## config.mk

```make
export PLATFORM = sky130hd
export DESIGN_NAME = bar_scan
export DESIGN_NICKNAME = d
export VERILOG_FILES = /design/src/rtl/bar_scan.sv
export SDC_FILE = /design/constraint.sdc
export NUM_CORES = 1
export LEC_CHECK = 0
export BUFFER_PORTS_ARGS = -buffer_cell sky130_fd_sc_hd__buf_4
export CAP_MARGIN = 10
export CORE_MARGIN = 2
export CORE_UTILIZATION = 55
export CTS_CLUSTER_DIAMETER = 120
export CTS_CLUSTER_SIZE = 12
export DETAILED_ROUTE_END_ITERATION = 10
export PLACE_DENSITY = 0.77
export REMOVE_ABC_BUFFERS = 1
export SYNTH_ARGS = -nofsm -noshare
export SYNTH_HDL_FRONTEND = slang
export SYNTH_SLANG_ARGS = --single-unit
```

## constraint.sdc

```tcl
create_clock -name clk -period 5.6 [get_ports clk]
set_clock_uncertainty 0.15 [all_clocks]
set_input_delay 0.28 -clock clk [delete_from_list [all_inputs] [get_ports clk]]
set_output_delay 0.28 -clock clk [all_outputs]
set_load 0.05 [all_outputs]
```

## src/rtl/bar_scan.sv

```systemverilog
// bar_scan: counts black bars on three fixed scan rows of a video frame and
// flags a valid barcode when all three rows agree and carry enough bars.
// Optional feature macro BAR_SCAN_WIDTH_CHECK_EN adds a widest/narrowest
// black-run ratio check on row 1; without it the width registers are absent.
module bar_scan #(
  parameter logic [9:0] ROW_Y1    = 10'd2,
  parameter logic [9:0] ROW_Y2    = 10'd7,
  parameter logic [9:0] ROW_Y3    = 10'd12,
  parameter logic [7:0] MIN_BARS  = 8'd4,
  parameter int         MAX_RATIO = 4
) (
  input  logic       clk,
  input  logic       rst_n,
  input  logic [9:0] x_in,
  input  logic [9:0] y_in,
  input  logic       in_vs,
  input  logic       in_de,
  input  logic       in_data,
  output logic       scan_en,
  output logic [7:0] bar_cnt,
  output logic       scan_done
);

  localparam logic [1:0] S_WAIT = 2'd0;
  localparam logic [1:0] S_SCAN = 2'd1;
  localparam logic [1:0] S_HOLD = 2'd2;
  localparam logic [1:0] S_EVAL = 2'd3;

  logic [1:0] state;
  logic [1:0] ri;
  logic [7:0] row_cnt;
  logic [7:0] cnt0;
  logic [7:0] cnt1;
  logic [7:0] cnt2;
  logic       prev_px;
  logic       vs_prev;
  logic       evt_q;
  logic [9:0] target_y;
  logic       row_start;
  logic       vs_rise;
  logic       width_ok;
  logic       frame_ok;
  logic       unused_sig;

  // The pixel x coordinate is not needed: rows are delimited by in_de.
  assign unused_sig = ^{x_in, 32'(MAX_RATIO)};

  assign vs_rise   = in_vs & ~vs_prev;
  assign row_start = in_de && (y_in == target_y);

  // Select the y coordinate of the row currently being waited for.
  always_comb begin
    target_y = ROW_Y3;
    case (ri)
      2'd0:    target_y = ROW_Y1;
      2'd1:    target_y = ROW_Y2;
      default: target_y = ROW_Y3;
    endcase
  end

  // Edge detection stage: vs history and a registered "evaluate now" event,
  // which gives the row logic one cycle to store a row ending on the same cycle.
  always_ff @(posedge clk or negedge rst_n) begin
    if (!rst_n) begin
      vs_prev <= 1'b0;
      evt_q   <= 1'b0;
    end else begin
      vs_prev <= in_vs;
      evt_q   <= vs_rise;
    end
  end

  // Row scanning FSM: wait for a target row, count rising black edges, store
  // the count when the row ends, and reset everything after an evaluation.
  always_ff @(posedge clk or negedge rst_n) begin
    if (!rst_n) begin
      state   <= S_WAIT;
      ri      <= 2'd0;
      row_cnt <= 8'd0;
      cnt0    <= 8'd0;
      cnt1    <= 8'd0;
      cnt2    <= 8'd0;
      prev_px <= 1'b0;
    end else if (evt_q) begin
      state <= S_EVAL;
    end else begin
      case (state)
        S_WAIT: begin
          if (row_start) begin
            state   <= S_SCAN;
            row_cnt <= {7'd0, in_data};
            prev_px <= in_data;
          end
        end
        S_SCAN: begin
          if (in_de) begin
            prev_px <= in_data;
            if (in_data && !prev_px && (row_cnt != 8'hFF)) begin
              row_cnt <= row_cnt + 8'd1;
            end
          end else begin
            case (ri)
              2'd0:    cnt0 <= row_cnt;
              2'd1:    cnt1 <= row_cnt;
              default: cnt2 <= row_cnt;
            endcase
            row_cnt <= 8'd0;
            prev_px <= 1'b0;
            if (ri == 2'd2) begin
              state <= S_HOLD;
            end else begin
              ri    <= ri + 2'd1;
              state <= S_WAIT;
            end
          end
        end
        S_HOLD: begin
          state <= S_HOLD;
        end
        default: begin
          state   <= S_WAIT;
          ri      <= 2'd0;
          row_cnt <= 8'd0;
          cnt0    <= 8'd0;
          cnt1    <= 8'd0;
          cnt2    <= 8'd0;
          prev_px <= 1'b0;
        end
      endcase
    end
  end

`ifdef BAR_SCAN_WIDTH_CHECK_EN
  logic [9:0]  run_len;
  logic [9:0]  run_inc;
  logic [9:0]  w_min;
  logic [9:0]  w_max;
  logic        w_any;
  logic        close_run;
  logic [19:0] ratio_lim;

  assign run_inc   = (run_len == 10'h3FF) ? run_len : run_len + 10'd1;
  assign close_run = (state == S_SCAN) && (ri == 2'd0) && prev_px &&
                     (!in_de || !in_data);
  assign ratio_lim = 20'(MAX_RATIO) * {10'd0, w_min};
  assign width_ok  = w_any && ({10'd0, w_max} <= ratio_lim);

  // Measure black run lengths on row 1 and keep the narrowest and widest;
  // a run still open when the row ends is closed by the in_de fall.
  always_ff @(posedge clk or negedge rst_n) begin
    if (!rst_n) begin
      run_len <= 10'd0;
      w_min   <= 10'd0;
      w_max   <= 10'd0;
      w_any   <= 1'b0;
    end else if (evt_q) begin
      run_len <= run_len;
    end else if (state == S_EVAL) begin
      run_len <= 10'd0;
      w_min   <= 10'd0;
      w_max   <= 10'd0;
      w_any   <= 1'b0;
    end else if ((state == S_WAIT) && row_start && (ri == 2'd0)) begin
      run_len <= in_data ? 10'd1 : 10'd0;
    end else if ((state == S_SCAN) && (ri == 2'd0)) begin
      if (in_de && in_data) begin
        run_len <= prev_px ? run_inc : 10'd1;
      end
      if (close_run) begin
        if (!w_any) begin
          w_min <= run_len;
          w_max <= run_len;
          w_any <= 1'b1;
        end else begin
          if (run_len < w_min) w_min <= run_len;
          if (run_len > w_max) w_max <= run_len;
        end
      end
    end
  end
`else
  assign width_ok = 1'b1;
`endif

  assign frame_ok = (state == S_HOLD) && (cnt0 == cnt1) && (cnt1 == cnt2) &&
                    (cnt0 >= MIN_BARS) && width_ok;

  // Frame result registers: loaded as the FSM enters evaluation, held otherwise.
  always_ff @(posedge clk or negedge rst_n) begin
    if (!rst_n) begin
      scan_en   <= 1'b0;
      bar_cnt   <= 8'd0;
      scan_done <= 1'b0;
    end else if (evt_q) begin
      scan_en   <= frame_ok;
      bar_cnt   <= cnt0;
      scan_done <= 1'b1;
    end else begin
      scan_done <= 1'b0;
    end
  end

endmodule

```

=== After elaboration in Yosys (flattened, before gate mapping) ===
Cells that the tools add are included.
Widths: inputs -> output; s select.

* Register bits after elaboration: 49
* Bits in latches: 0
* Memory bits (writable): 0
* Memory bits (read-only): 0
* Bits of input ports: 25
* Memories kept: 0

* $add $sub $neg: 2
* Multiply operators: 0
* Div/mod/pow operators: 0
* Order comparisons: 1
* Equality and inequality tests: 17
* Shifts and indexed selects: 0
* Muxes and demuxes: 26
* Bitwise operators: 5
* Reduce and logical (&&, ||, !) cells: 18

{| class="wikitable"
|+ Operators with widths
! operator !! count
|-
| $mux 8 || 9
|-
| $pmux 8 s2 || 3
|-
| $pmux 8 s3 || 1
|-
| $reduce_and 4->1 || 5
|-
| $eq 8x8->1 || 2
|-
| $mux 2 || 6
|-
| $eq 10x10->1 || 1
|-
| $ne 3x3->1 const B || 3
|-
| $add 8x1->8 const B || 1
|-
| $ge 8x3->1 const B || 1
|-
| $ne 2x2->1 const B || 4
|-
| $ne 8x8->1 const B || 1
|-
| $pmux 4 s2 || 1
|-
| $logic_and 1x1->1 || 6
|-
| $pmux 2 s3 || 1
|-
| $eq 2x1->1 const B || 2
|-
| $eq 2x2->1 const B || 2
|-
| $logic_not 2->1 || 2
|-
| $ne 2x1->1 const B || 2
|-
| $not 1->1 || 4
|-
| $pmux 2 s2 || 1
|-
| $reduce_or 2->1 || 2
|-
| $mux 1 || 3
|-
| $pmux 1 s3 || 1
|-
| other kinds (5) || 5
|}

=== Depth between registers and ports, before layout ===
Gate-level depths: netlist of run 1.

* Depth after elaboration: 7
* Gate-level depth with buffers: 7

=== Least setup slack after synthesis of run 1 ===
No wires, ideal clock.

* Path type: register to register
* Start: register ri[1]
* End: register prev_px
* Library setup time: 125 ps
* Arrival: 1780 ps
* Required time: 5325 ps
* Slack: 3545 ps
* Stages on the path, launching flop included: 7
* Path buffers: 0
* Cell sequence: dfrtp_1 inv_1 ha_1 or4b_4 o21ai_4 a41oi_4 mux2_4

* Word-level cells in the longest chain between the ends: 6
* Elaborated cells between the ends (all ways): 7
* Classes of those cells: 3 x eq/ne; 1 x mux; 3 x reduce/logical

{| class="wikitable"
|+ Ends and longest elaborated chain
! element !! RTL line !! source
|-
| start: declaration || 30 || <nowiki>logic [1:0] ri;</nowiki>
|-
| start signal: assignment || 112 || <nowiki>ri <= ri + 2'd1;</nowiki>
|-
| $eq 2x1->1 / $logic_not 2->1 (equally long branches) || 54 || <nowiki>case (ri)</nowiki>
|-
| $pmux 4 s2 * || 54 ||
|-
| $eq 10x10->1 * || 49 || <nowiki>assign row_start = in_de && (y_in == target_y);</nowiki>
|-
| $logic_and 1x1->1 * || 49 ||
|-
| $ne 2x2->1 (no line) * || n/a ||
|-
| $reduce_and 3->1 (no line) * || n/a ||
|-
| end signal: assignment || 92 || <nowiki>prev_px <= in_data;</nowiki>
|-
| end signal: assignment || 97 || <nowiki>prev_px <= in_data;</nowiki>
|-
| end: declaration || 35 || <nowiki>logic prev_px;</nowiki>
|}

Mark *: on every way between the ends. The rest lies on a longest branch, timed or not.
A chain may end at the register's enable or synchronous reset.

=== Final worst setup path of run 1 ===
Ends and elaborated chain as after synthesis.

==> results of run 1 <==
## layout make-up
cell class	count	area [µm²]
inverter	7	26.28
clock inverter	2	15.01
sequential	49	1226
fill	348	1391
timing repair buffer	27	211.5
multi-input combinational	170	1081
tap	50	62.56
clock buffer	6	72.57
## repair_timing
item                      CTS  global route
setup buffers               0             0
hold buffers                2             0
hold endpoints to repair   50             0
## state kept, by name, summed over array words and instances (netlist names)
name	count
ri	2
state	2
prev_px	1
scan_done	1
cnt2	8
scan_en	1
cnt1	8
evt_q	1
vs_prev	1
bar_cnt	8
cnt0	8
row_cnt	8
## layout by cell type (no fill, tap or decap), types with 4 or more instances in the layout
cell                        n
sky130_fd_sc_hd__a21oi_1    4
sky130_fd_sc_hd__and3_1     9
sky130_fd_sc_hd__buf_4     24
sky130_fd_sc_hd__clkbuf_8   5
sky130_fd_sc_hd__dfrtp_1   49
sky130_fd_sc_hd__ha_1       5
sky130_fd_sc_hd__inv_1      7
sky130_fd_sc_hd__mux2_2     8
sky130_fd_sc_hd__nand2_1   36
sky130_fd_sc_hd__nand3_1    4
sky130_fd_sc_hd__nor2_1     7
sky130_fd_sc_hd__nor2b_1    4
sky130_fd_sc_hd__nor3_1    10
sky130_fd_sc_hd__o21ai_1   35
sky130_fd_sc_hd__o22ai_1    6
sky130_fd_sc_hd__o31ai_1    4
## layer usage
layer | vias to the layer above | routed length, µm
li1 | 905 | -
met1 | 859 | 2137
met2 | 24 | 2149
met3 | 2 | 138
met4 | 0 | 13
met5 | - | 0
## final timing paths
path | startpoint | endpoint | depth (start not counted)
hold / removal | y_in[4] | state[0] | 4
setup / recovery | ri[1] | prev_px | 6
max in group asynchronous | rst_n | cnt1[3] | 2
hold reg to reg | vs_prev | evt_q | 1
setup reg to reg | ri[1] | prev_px | 6
min in group asynchronous | rst_n | bar_cnt[5] | 2
## critical path: cells and delay by family, from the launching register on
kind	cells	cell delay, ps
and+or+nand+nor	1	570
buffers and inverters	1	90
DFF	1	380
AOI/OAI and AO/OA	2	300
muxes	1	350
adders and majority gates	1	250
## metrics by stage
| stage | instances | power, mW | worst slack [ps] | utilization | instance area (µm²) |
|---|---|---|---|---|---|
| after floorplan | 226 | 0.5153 | 3545 | - | 2333 |
| after CTS | 310 | 0.7703 | 3341 | 0.6568 | 2684 |
| after detailed placement | 300 | 0.5640 | 3353 | 0.6304 | 2576 |
| final | 311 | 0.7659 | 3391 | 0.6595 | 2695 |
| after global placement | 300 | 0.5606 | 3393 | 0.6304 | 2576 |
| after global routing | 311 | 0.8107 | 3178 | 0.6595 | 2695 |
## kinds of logic after synthesis
logic type	count (synthesis)	synth area share
AO/OA/AOI/OAI	63	0.1667
XOR/XNOR	2	0.007362
adder cells (fa/ha/maj)	5	0.02629
buffers and inverters	16	0.03049
flip-flops	49	0.5152
multiplexers	10	0.04837
AND/OR/NAND/NOR	90	0.2056
## power by group through the flow
| stage | logic (mW) | registers, mW | clock network [mW] |
|---|---|---|---|
| after floorplan | 0.116 | 0.399 | 0 |
| final | 0.168 | 0.391 | 0.207 |
| after global routing | 0.191 | 0.394 | 0.226 |
| after detailed placement | 0.166 | 0.398 | 0 |
| after CTS | 0.168 | 0.391 | 0.212 |
| after global placement | 0.163 | 0.397 | 0 |
==> results.txt, run 1 <==
The count of warnings emitted by yosys came out at 0. The average instance in the mapped netlist occupies between 10 and 15 µm². After floorplanning, the core was divided into 23 placement rows.

The number of max-slew violations in the final report is 0. The synthesized instance count is 235. The number of clock buffers inserted by TritonCTS is 5. The die covers approximately 4900 µm². The count of maximum capacitance violations is 0. The count of final hold-check violations is 0. The routed layout has 1790 vias. The top-area cell type share of the netlist area came out at 0.5152. The share of final-layout standard cells stronger than drive strength 1 came out at 0.1916.

The maximum number of pins on one net before global-route repair came out at 50. The final total negative setup slack came out at 0 ps. The number of optimization iterations in the first detailed-route pass is 4. The clock power share came out at 0.270. The first-pass GRT wire length came out at about 7.5 mm.

The flow ran to the end, and the final reports show no timing, DRC or antenna violations. The proportion of synthesized flip-flops having asynchronous set or reset is 1.000. The clock slew seen by the registers of the worst setup and hold paths is around 90 ps. By count the netlist is led by sky130_fd_sc_hd__dfrtp_1 (49), sky130_fd_sc_hd__nand2_1 (36), sky130_fd_sc_hd__o21ai_1 (35), sky130_fd_sc_hd__nor3_1 (10), sky130_fd_sc_hd__and3_1 (9).

Setup violations remaining at the end of the flow were counted as 0. Traced cell by cell, the critical path runs through inv_1, ha_1, or4b_4, o21ai_4, a41oi_4, mux2_4. Counting flops with a built-in enable in the synthesized netlist gives 0.

The most used flip-flop cell after synthesis is sky130_fd_sc_hd__dfrtp_1. The switching share of power is 0.3100. The final wirelength came out at 4.438 mm. At the pin with the least slew margin, the transition time is approximately 1100 ps. The global-route layer with the greatest usage is met2. The leading cell type by number of instances after synthesis is sky130_fd_sc_hd__dfrtp_1. On the critical path, the stage with the largest delay is an instance of sky130_fd_sc_hd__or4b_4. The time the worst path needs with I/O delays and setup is around 2200 ps. The global-route track usage on met1 came out at 0.2648. The class of the most critical hold timing path is in -> reg.

The global placer's final weighted congestion came out at 0.8686. The aggregate global routing overflow is 0. The repair_antennas step left the layout with diodes totalling 0. The number of nets in the layout is 290. Of all cell types, the one taking the most synthesized area is sky130_fd_sc_hd__dfrtp_1. Setup repair after global routing left no endpoint under its margin. Of the total power, registers draw 0.510. The relative slew slack is 0.2897. The buffer depth of the longest clock path is 2. Ranked by total cell area, the synthesized netlist is headed by sky130_fd_sc_hd__dfrtp_1 (52%), sky130_fd_sc_hd__o21ai_1 (7.4%), sky130_fd_sc_hd__nand2_1 (5.7%), sky130_fd_sc_hd__mux2_2 (3.8%), sky130_fd_sc_hd__ha_1 (2.6%). The worst setup path is launched from a flip-flop. Hold timing on the final database bottoms out at a slack of 124.5 ps. The initial antenna violation count was 0. The height of the chip is 69.78 µm. STA classifies the critical path endpoint as a flip-flop. The data arrival time at the worst-slack endpoint came out at ~2300 ps. The ratio of total power to cell area is 284.2 nW/µm². The number of vias per cell after detailed routing came out at ~5.8. The largest incremental delay on the critical path is between 500 and 600 ps. The worst-case IR drop observed on VDD is approximately 0.21 mV.

The number of ports placed on the die boundary came out at 35. The worst setup path is of the reg -> reg kind. In the routed design, unresolved DRC markers number 0. In this run, distinct cell masters in the synthesized netlist total 46.

The average wire length per cell after detail routing is 14.27 µm. The summed instance area of the synthesized netlist is 2380 µm². Timing would allow up to ~450 MHz. Once detailed placement completed, the half-perimeter wirelength came to a little over 3 mm.

Dividing the final minimum period by the clock period gives 0.3944. The total routing usage reported by global routing is 0.1925. The clock tree from TritonCTS is built.

The fraction of met2 tracks used by global routing is 0.3090. The via count of the first global-routing pass is 1607. Post-CTS repair changed the size of 0 cells. The flop and latch count out of synthesis is slightly below 50. In this run the worst path has a maximum fanout of 10. The number of H-tree levels came out at 2. The number of port buffers is 24. For this configuration, the core starts out at a cell density of 0.5824.

The leakage dissipation came out at roughly 1.2 nW. The number of sinks driven by the clock tree is 49. The starting DRC count in detailed routing came out at 93. The internal cell power came out at ~0.53 mW. The worst setup slack for register-to-register paths is 3390 ps. The cell at the root of the clock tree is sky130_fd_sc_hd__clkbuf_8. For this run, the register share of the synthesized area comes to 0.5152. The worst path required time is 5640 ps. The insertion delay of the later-clocked pin in the worst-skew pair is 300 ps. The number of nets still failing antenna checks after routing is 0. The net switching power of the design came out at 0.2374 mW. The floorplan step set the die width to roughly 70 µm. The relative contribution of combinational cells to total power is 0.219. The area growth from synthesis to layout came out at 13.25%.

For this run, global-route usage on met3 was measured as 0.04797. The area inside the core boundary is about 4100 µm².
Power figures use the tool's default switching activity.
==> inputs of run 2 (changes only) <==
--- a/config.mk
+++ b/config.mk
@@ -5,14 +5,15 @@
 export SDC_FILE = /design/constraint.sdc
 export NUM_CORES = 1
 export LEC_CHECK = 0
+export ABC_AREA = 1
 export BUFFER_PORTS_ARGS = -buffer_cell sky130_fd_sc_hd__buf_4
 export CAP_MARGIN = 10
 export CORE_MARGIN = 2
-export CORE_UTILIZATION = 55
+export CORE_UTILIZATION = 52
 export CTS_CLUSTER_DIAMETER = 120
 export CTS_CLUSTER_SIZE = 12
 export DETAILED_ROUTE_END_ITERATION = 10
-export PLACE_DENSITY = 0.77
+export PLACE_DENSITY = 0.76
 export REMOVE_ABC_BUFFERS = 1
 export SYNTH_ARGS = -nofsm -noshare
 export SYNTH_HDL_FRONTEND = slang
==> constraint.sdc (replaced) <==
create_clock -name clk -period 1.84 [get_ports clk]
set_clock_uncertainty 0.15 [all_clocks]
set_input_delay 0.092 -clock clk [delete_from_list [all_inputs] [get_ports clk]]
set_output_delay 0.092 -clock clk [all_outputs]
set_load 0.05 [all_outputs]
==> run 2 against run 1 <==
Compared with the run above:
- worst setup slack worse by 3300 ps
- via count is 23% higher
- register-to-register slack worse by 3300 ps
- sequential share of layout area is 8.0 points lower
- cell area is 21% higher
- core utilization is 2.0 points lower
- critical path depth is 5 higher
- sequential power grew to 3.1 times the previous value
- critical endpoint is now row_cnt[6]
- largest power group unchanged
==> results.txt, run 2 <==
The run finished with clean final reports. The global placer's final weighted congestion came out at 0.8453 (-2.7%). The leakage dissipation came out at 1.517 nW (+26%). The total cell area at the placement stage came out at 3082 µm² (+20%).

The area share of fa/ha/maj cells after synthesis was 0.02284 (-0.003447). The share of final-layout standard cells stronger than drive strength 1 is 0.2567 (+0.06511). Traced cell by cell, the critical path runs through inv_2, ha_4, inv_2, nand2_1, nand2_1, nor2_2, nand3_2, nand2_4, nand3_4, nand2_2, nand2_2.

Yosys instantiated no cell more often than sky130_fd_sc_hd__nand2_1. The effective utilization at floorplan came to 0.5363 (-0.04611). The number of port buffers is 24 (unchanged). The fraction of the mapped netlist area in simple logic gates is 0.2650 (+0.05939).

The count of final hold-check violations came out at 0 (unchanged). The buffer and inverter count on the worst path came out at 2 (+1). The highest fanout seen on the critical path came out at 8 (-2). The worst supply voltage drop on vdd is 0.4361 mV (+110%). The number of core rows came out at 26 (+13%). The area of the die is 5864 µm² (+20%).

The class of the most critical hold timing path is in -> reg. The footprint of the multi-input gates came out at 1314 µm² (+22%). The worst setup path is captured at a flip-flop. The most common cell after layout, fill and taps aside is sky130_fd_sc_hd__nand2_1.

The buffer depth of the longest clock path came to 2 (unchanged). The number of ports placed on the die boundary was 35 (unchanged). The family with the most delay on the worst path is simple AND/OR/NAND/NOR gates. The number of nets still failing antenna checks after routing came to 0 (unchanged). The post-layout utilization of the core came out at 0.6396 (-0.01989). The relative slew slack is 0.5833 (+0.2936). The count of warnings emitted by yosys is 0 (unchanged). Setup repair after global routing could not meet its margin everywhere. The timing-limited maximum frequency came out at 563.7 MHz (+25%). The aggregate global routing overflow is 0 (unchanged). The number of nets in the layout came out at 403 (+39%). The commonest cells after synthesis are sky130_fd_sc_hd__nand2_1 (94), sky130_fd_sc_hd__dfrtp_1 (49), sky130_fd_sc_hd__inv_1 (48), sky130_fd_sc_hd__nor2_1 (34), sky130_fd_sc_hd__o21ai_2 (24).

The first-pass GRT wire length is 9.515 mm (+27%). The summed instance area of the synthesized netlist came out at 2739 µm² (+15%). The number of enable-type register cells in the synthesized netlist is 0 (unchanged).

The clock tree from TritonCTS is built. The starting DRC count in detailed routing is 146 (+57%). The flop and latch count out of synthesis is 49 (unchanged). The cell at the root of the clock tree is sky130_fd_sc_hd__clkbuf_8. The via count of the first global-routing pass is 2169 (+35%). In the synthesized netlist the dominant register cell turns out to be sky130_fd_sc_hd__dfrtp_1. The horizontal die dimension came to 76.58 µm (+9.7%). The final wirelength is 5.511 mm (+24%). The average footprint of a synthesized cell is 8.275 µm² (-18%). The number of max-slew violations in the final report is 0 (unchanged). The proportion of synthesized flip-flops having asynchronous set or reset came out at 1.000 (unchanged).

The clock slew seen by the registers of the worst setup and hold paths is 90 ps (about the same). The multiplexer fraction of the synthesized cell area came out at 0 (-0.04837). The startpoint of the most critical hold path is y_in[9]. The xor/xnor share of the synthesized area came out at 0.04477 (+0.03741). The count of filler cells inserted in the layout is 455 (+31%).

The critical path is of the reg -> reg type. The number of clock buffers inserted by TritonCTS came out at 5 (unchanged). The initial antenna violation count was 0 (unchanged). The worst register-to-register path begins at ri[1]. The number of diodes came out at 0 (unchanged). The top-area cell type share of the netlist area is 0.4477 (-0.06755). The footprint of the flip-flops and latches was 1226 µm² (unchanged). Tracing the worst setup path back leads to its startpoint at ri[1]. The insertion delay of the later-clocked pin in the worst-skew pair is 300 ps (about the same). The pre-CTS setup slack came out at 2.909 ps (-3350 ps). The largest incremental delay on the critical path came to 410 ps (-160 ps).

Compared with the post-synthesis result, the final layout area differs by 19.28%. The number of vias in the routed layout came out at 2207 (+23%). The height of the chip is 76.58 µm (+9.7%). The critical path startpoint category is a flip-flop. The synthesized instance count is 331 (+41%). The register area share after synthesis came to 0.4477 (-0.06755). The compound-gate portion of the synthesized area came out at 0.1288 (-0.03784). The number of setup violations in the final report is 0 (unchanged).

The residual DRC count came to 0 (unchanged). The final worst slack came out at 66.01 ps (-3325 ps). The ratio of total power to cell area was 815.2 nW/µm² (+190%). The data arrival time at the worst-slack endpoint is 1810 ps (-440 ps). The slew at the pin closest to its max-slew limit is 625.1 ps (-433.2 ps). The total routing usage reported by global routing came out at 0.1985 (+0.005991). The count of unique library cells instantiated by Yosys is 26 (-43%). The top cell types in the final layout, fill and taps aside, are sky130_fd_sc_hd__nand2_1 (92), sky130_fd_sc_hd__dfrtp_1 (49), sky130_fd_sc_hd__inv_1 (43), sky130_fd_sc_hd__buf_4 (34), sky130_fd_sc_hd__nor2_1 (33). The post-detailed-placement half-perimeter wirelength is 3.929 mm (+29%). By area, the combinational part of the netlist is dominated by simple AND/OR/NAND/NOR gates. Ranked by total cell area, the synthesized netlist is headed by sky130_fd_sc_hd__dfrtp_1 (45%), sky130_fd_sc_hd__nand2_1 (13%), sky130_fd_sc_hd__o21ai_2 (7.7%), sky130_fd_sc_hd__inv_1 (6.6%), sky130_fd_sc_hd__nor2_1 (4.7%). The portion of the clock cycle consumed by the worst path in the final layout was 0.9641 (+0.5697). The number of vias per cell after detailed routing came out at 4.971 (-14%).

The number of sinks driven by the clock tree came out at 49 (unchanged). The worst path required time was 1880 ps (-3760 ps). The number of H-tree levels came out at 2 (unchanged). The overall power after layout came to 2.663 mW (+250%).

The maximum number of pins on one net before global-route repair came to 50 (unchanged). The average wire length per cell after detail routing came out at 12.41 µm (-13%). The time the worst path needs with I/O delays and setup is 1774 ps (-434.7 ps).

Of all cell types, the one taking the most synthesized area is sky130_fd_sc_hd__dfrtp_1. The number of optimization iterations in the first detailed-route pass is 4 (unchanged). The area inside the core boundary is 5107 µm² (+25%).

The slowest stage of the critical path belongs to the cell sky130_fd_sc_hd__dfrtp_1. The count of maximum capacitance violations came out at 0 (unchanged). The area of all placed cells without fillers is 3267 µm² (+21%).
==> run 2: cell count changes in the layout (fill, tap and decap cells not counted), moves of 10 or more <==
cell / previous run / this run
sky130_fd_sc_hd__buf_4: 24 / 34
sky130_fd_sc_hd__inv_1: 7 / 43
sky130_fd_sc_hd__nand2_1: 36 / 92
sky130_fd_sc_hd__nand4_1: 3 / 15
sky130_fd_sc_hd__nor2_1: 7 / 33
sky130_fd_sc_hd__nor3_1: 10 / 0
sky130_fd_sc_hd__o21ai_0: 1 / 13
sky130_fd_sc_hd__o21ai_1: 35 / 1
sky130_fd_sc_hd__o21ai_2: 0 / 24
sky130_fd_sc_hd__xnor2_1: 1 / 11
==> run 2: path summary, 6_finish.rpt <==
path                              end  slack (ps)  cells after the start
max reg2reg                row_cnt[6]          70                     11
max in group asynchronous     cnt2[0]         920                      2
max                        row_cnt[6]          70                     11
min reg2reg                     evt_q         250                      1
min in group asynchronous  row_cnt[4]         200                      2
min                          state[0]         170                      7
==> run 2: stage by stage <==
step                TNS, ps  hold WS, ps  instances
floorplan                 0       -353.6        325
global placement          0       -2.874        431
detailed placement        0        1.795        431
CTS                       0        59.76        443
global route         -207.2        201.3        444
finish                    0        171.6        444
==> run 2: area by class of cell <==
cell class                 instances  area share
multi-input combinational        224      0.4021
clock buffer                       6     0.02221
tap                               70     0.02681
sequential                        49      0.3753
clock inverter                     2    0.004596
inverter                          52     0.06013
timing repair buffer              41      0.1088
==> run 2: worst reg2reg max path, stage by stage, from the launching register on <==
cell and delay (ps):
sky130_fd_sc_hd__dfrtp_1 410, sky130_fd_sc_hd__inv_2 150, sky130_fd_sc_hd__ha_4 170, sky130_fd_sc_hd__inv_2 50, sky130_fd_sc_hd__nand2_1 60, sky130_fd_sc_hd__nand2_1 60, sky130_fd_sc_hd__nor2_2 100, sky130_fd_sc_hd__nand3_2 120
sky130_fd_sc_hd__nand2_4 130, sky130_fd_sc_hd__nand3_4 120, sky130_fd_sc_hd__nand2_2 100, sky130_fd_sc_hd__nand2_2 50
==> run 2: cells by family after synthesis <==
family,count (synthesis)
buffers and inverters,58
AND/OR/NAND/NOR,160
XOR/XNOR,14
adder cells (fa/ha/maj),5
AO/OA/AOI/OAI,45
flip-flops,49
==> run 2: timing repair <==
item,4_1_cts,5_1_grt
hold endpoints to repair,53,0
buffers inserted,0,1
setup endpoints to repair,8,10
hold buffers,4,0
cloned,0,0
pin swaps,0,8
resized for setup,2,13
==> run 2: where the power goes <==
part	switching (mW)	internal, mW	total (mW)
clock network	0.358	0.268	0.626
registers	0.0633	1.15	1.21
logic	0.494	0.333	0.826
==> run 2: layer usage <==
layer	vias to the layer above	global-route usage	wire, µm
li1	1122	-	-
met1	1045	0.2541	2587
met2	35	0.3398	2688
met3	5	0.03673	168
met4	0	0.06545	66
met5	-	0	0
==> inputs of run 3 (changes only) <==
--- a/config.mk
+++ b/config.mk
@@ -9,7 +9,7 @@
 export BUFFER_PORTS_ARGS = -buffer_cell sky130_fd_sc_hd__buf_4
 export CAP_MARGIN = 10
 export CORE_MARGIN = 2
-export CORE_UTILIZATION = 52
+export CORE_UTILIZATION = 55
 export CTS_CLUSTER_DIAMETER = 120
 export CTS_CLUSTER_SIZE = 12
 export DETAILED_ROUTE_END_ITERATION = 10
==> constraint.sdc (replaced) <==
create_clock -name clk -period 2 [get_ports clk]
set_clock_uncertainty 0.15 [all_clocks]
set_input_delay 0.1 -clock clk [delete_from_list [all_inputs] [get_ports clk]]
set_output_delay 0.1 -clock clk [all_outputs]
set_load 0.05 [all_outputs]
==> run 3 against run 2 <==
Compared with the run above:
- register-to-register slack better by 90 ps
- fmax down 3.9%
- critical path depth unchanged
- cell area down 3.3%
- via count down 0.36%
==> results.txt, run 3 (synthesized netlist as in run 2, its figures left out) <==
The worst supply voltage drop on vdd came to 0.3416 mV (-22%). The count of final hold-check violations is 0 (unchanged). The count of maximum capacitance violations is 0 (unchanged). The buffer depth of the longest clock path came out at 2 (unchanged). The endpoint of the worst register-to-register path is row_cnt[7].

The share of final-layout standard cells stronger than drive strength 1 came out at 0.2228 (-0.03386). The number of H-tree levels came out at 2 (unchanged). The ratio of total power to cell area came out at 779.9 nW/µm² (-4.3%). The final worst slack came out at 154.5 ps (+88.47 ps).

The kind of end point of the critical path is a flip-flop. The number of ports placed on the die boundary came out at 35 (unchanged). The slew at the pin closest to its max-slew limit is 609.2 ps (-15.88 ps).

The worst hold endpoint is state[0]. The horizontal die dimension was 74.57 µm (-2.6%). The relative slew slack came out at 0.5939 (+0.01059). In this run the critical register-to-register path is launched from ri[1]. The pre-CTS setup slack is 51.38 ps (+48.47 ps).

The global placer's final weighted congestion came to 0.9173 (+8.5%). The number of optimization iterations in the first detailed-route pass was 4 (unchanged). The post-detailed-placement half-perimeter wirelength is 3.882 mm (-1.2%). The global-route track usage on met1 came to 0.2944 (+0.04037). The area growth from synthesis to layout is 15.35%.

The worst reg-to-reg path cell count is 11 (unchanged). The number of core rows is 25 (-3.8%). The data arrival time at the worst-slack endpoint came out at 1880 ps (+70 ps). The time the worst path needs with I/O delays and setup is 1846 ps (+71.53 ps). The residual DRC count was 0 (unchanged). The clock tree from TritonCTS is built. The number of nets in the layout was 397 (-1.5%).

The flow ran to the end, and the final reports show no timing, DRC or antenna violations. The final wirelength came to 5.446 mm (-1.2%). The average wire length per cell after detail routing came out at 12.52 µm (+0.87%). In the layout the commonest cells are sky130_fd_sc_hd__nand2_1 (94), sky130_fd_sc_hd__dfrtp_1 (49), sky130_fd_sc_hd__inv_1 (47), sky130_fd_sc_hd__nor2_1 (34), sky130_fd_sc_hd__buf_4 (32). The number of sinks driven by the clock tree was 49 (unchanged). The hold-critical path depth came out at 3 (-4). The overall power after layout was 2.464 mW (-7.5%). In this run the most used layer during global routing was met2. The number of vias in the routed layout came to 2199 (-0.36%). The number of clock buffers inserted by TritonCTS came out at 5 (unchanged). The count of placed standard cells in the final layout, fillers left out is 435 (-2.0%). The number of setup violations in the final report was 0 (unchanged). The number of max-slew violations in the final report came out at 0 (unchanged). The first-pass GRT wire length is 9.404 mm (-1.2%). The effective utilization at floorplan was 0.5761 (+0.03980). The number of nets still failing antenna checks after routing came to 0 (unchanged). The clock slew seen by the registers of the worst setup and hold paths came out at 90 ps (about the same). The worst setup slack for register-to-register paths is 150 ps (+90 ps). The worst setup path is launched from a flip-flop.

The cell at the root of the clock tree is sky130_fd_sc_hd__clkbuf_8. The portion of the clock cycle consumed by the worst path in the final layout came out at 0.9228 (-0.04136). The insertion delay of the later-clocked pin in the worst-skew pair came out at 300 ps (about the same).

The total instance count after detailed placement is 422 (-2.1%). The area inside the core boundary came out at 4755 µm² (-6.9%). The number of diodes is 0 (unchanged). The met3 demand-to-capacity share in global routing was 0.03930 (+0.002566). The height of the chip is 74.57 µm (-2.6%). The worst path required time came out at 2040 ps (+160 ps). The worst hold path begins at in_de. The maximum number of pins on one net before global-route repair was 50 (unchanged). The timing-limited maximum frequency is 541.9 MHz (-3.9%). The fraction of met2 tracks used by global routing came out at 0.3579 (+0.01809).

The aggregate global routing overflow is 0 (unchanged). The class of the most critical hold timing path is in -> reg. The critical path is of the reg -> reg type.

The highest fanout seen on the critical path came out at 8 (unchanged). The number of port buffers came out at 24 (unchanged). The initial antenna violation count was 0 (unchanged). Leaving out fill and tap cells, the most frequent cell in the layout is sky130_fd_sc_hd__nand2_1. The total cell area at the placement stage is 2995 µm² (-2.8%). The leakage dissipation is 1.496 nW (-1.4%).

The area of the die is 5560 µm² (-5.2%). The number of vias per cell after detailed routing is 5.055 (+1.7%). The starting DRC count in detailed routing came out at 94 (-36%).

The via count of the first global-routing pass came to 2129 (-1.8%). The post-layout utilization of the core was 0.6645 (+0.02484). The area of all placed cells without fillers came out at 3159 µm² (-3.3%). The total routing usage reported by global routing came out at 0.2230 (+0.02452).
[run 3: cell count changes in the layout (fill, tap and decap cells not counted), moves of 3 or more]
cell | previous run | this run
sky130_fd_sc_hd__inv_2 | 8 | 4
sky130_fd_sc_hd__inv_1 | 43 | 47
sky130_fd_sc_hd__ha_4 | 3 | 0
sky130_fd_sc_hd__buf_12 | 3 | 0
[run 3: power breakdown]
group	switching, mW	total (mW)	internal, mW
registers	0.0592	1.11	1.06
clock network	0.334	0.709	0.376
logic	0.415	0.640	0.225
[run 3: per-layer routing]
metal / routed length [µm] / up-vias
li1: - / 1111
met1: 2588 / 1032
met4: 110 / 0
met3: 207 / 11
met5: 0 / -
met2: 2540 / 45
[run 3: worst max-delay path by stage]
| stage | endpoint | from | slack, ps |
|---|---|---|---|
| detailed placement | row_cnt[7] | ri[1] | 50 |
| finish | row_cnt[7] | ri[1] | 150 |
| CTS | row_cnt[7] | ri[1] | 30 |
| global route | row_cnt[5] | ri[0] | -10 |
| global placement | row_cnt[7] | ri[1] | 110 |
| floorplan | row_cnt[5] | ri[0] | 280 |
[run 3: stage by stage]
stage / TNS, ps / hold WS, ps
2_1_floorplan: 0 / -345.6
3_5_place_dp: 0 / 7.598
6_report: 0 / 6.351
5_1_grt: -46.08 / 11.30
3_3_place_gp: 0 / 7.364
4_1_cts: 0 / 0.6539
[run 3: timing repair]
item,CTS,global route
hold endpoints to repair,52,0
hold buffers,3,0
setup endpoints to repair,0,8
setup buffers,0,2
resized for setup,0,3
[run 3: area by class of cell]
class | count | area, µm²
Multi-Input combinational cell | 224 | 1271
Clock inverter | 2 | 38.79
Inverter | 52 | 196.4
Tap cell | 67 | 83.83
Timing Repair Buffer | 35 | 270.3
Clock buffer | 6 | 72.57
Fill cell | 418 | 1595
Sequential cell | 49 | 1226
[run 3: critical path, stage by stage (launching register included)]
cell                      delay [ps]
sky130_fd_sc_hd__dfrtp_1         400
sky130_fd_sc_hd__inv_2            90
sky130_fd_sc_hd__ha_2            200
sky130_fd_sc_hd__inv_1            90
sky130_fd_sc_hd__nand2_1          70
sky130_fd_sc_hd__nand2_1          40
sky130_fd_sc_hd__nor2_1          140
sky130_fd_sc_hd__nand3_2         140
sky130_fd_sc_hd__nand2_4         150
sky130_fd_sc_hd__nand3_4         130
sky130_fd_sc_hd__nand2_1          90
sky130_fd_sc_hd__nand2_1          60
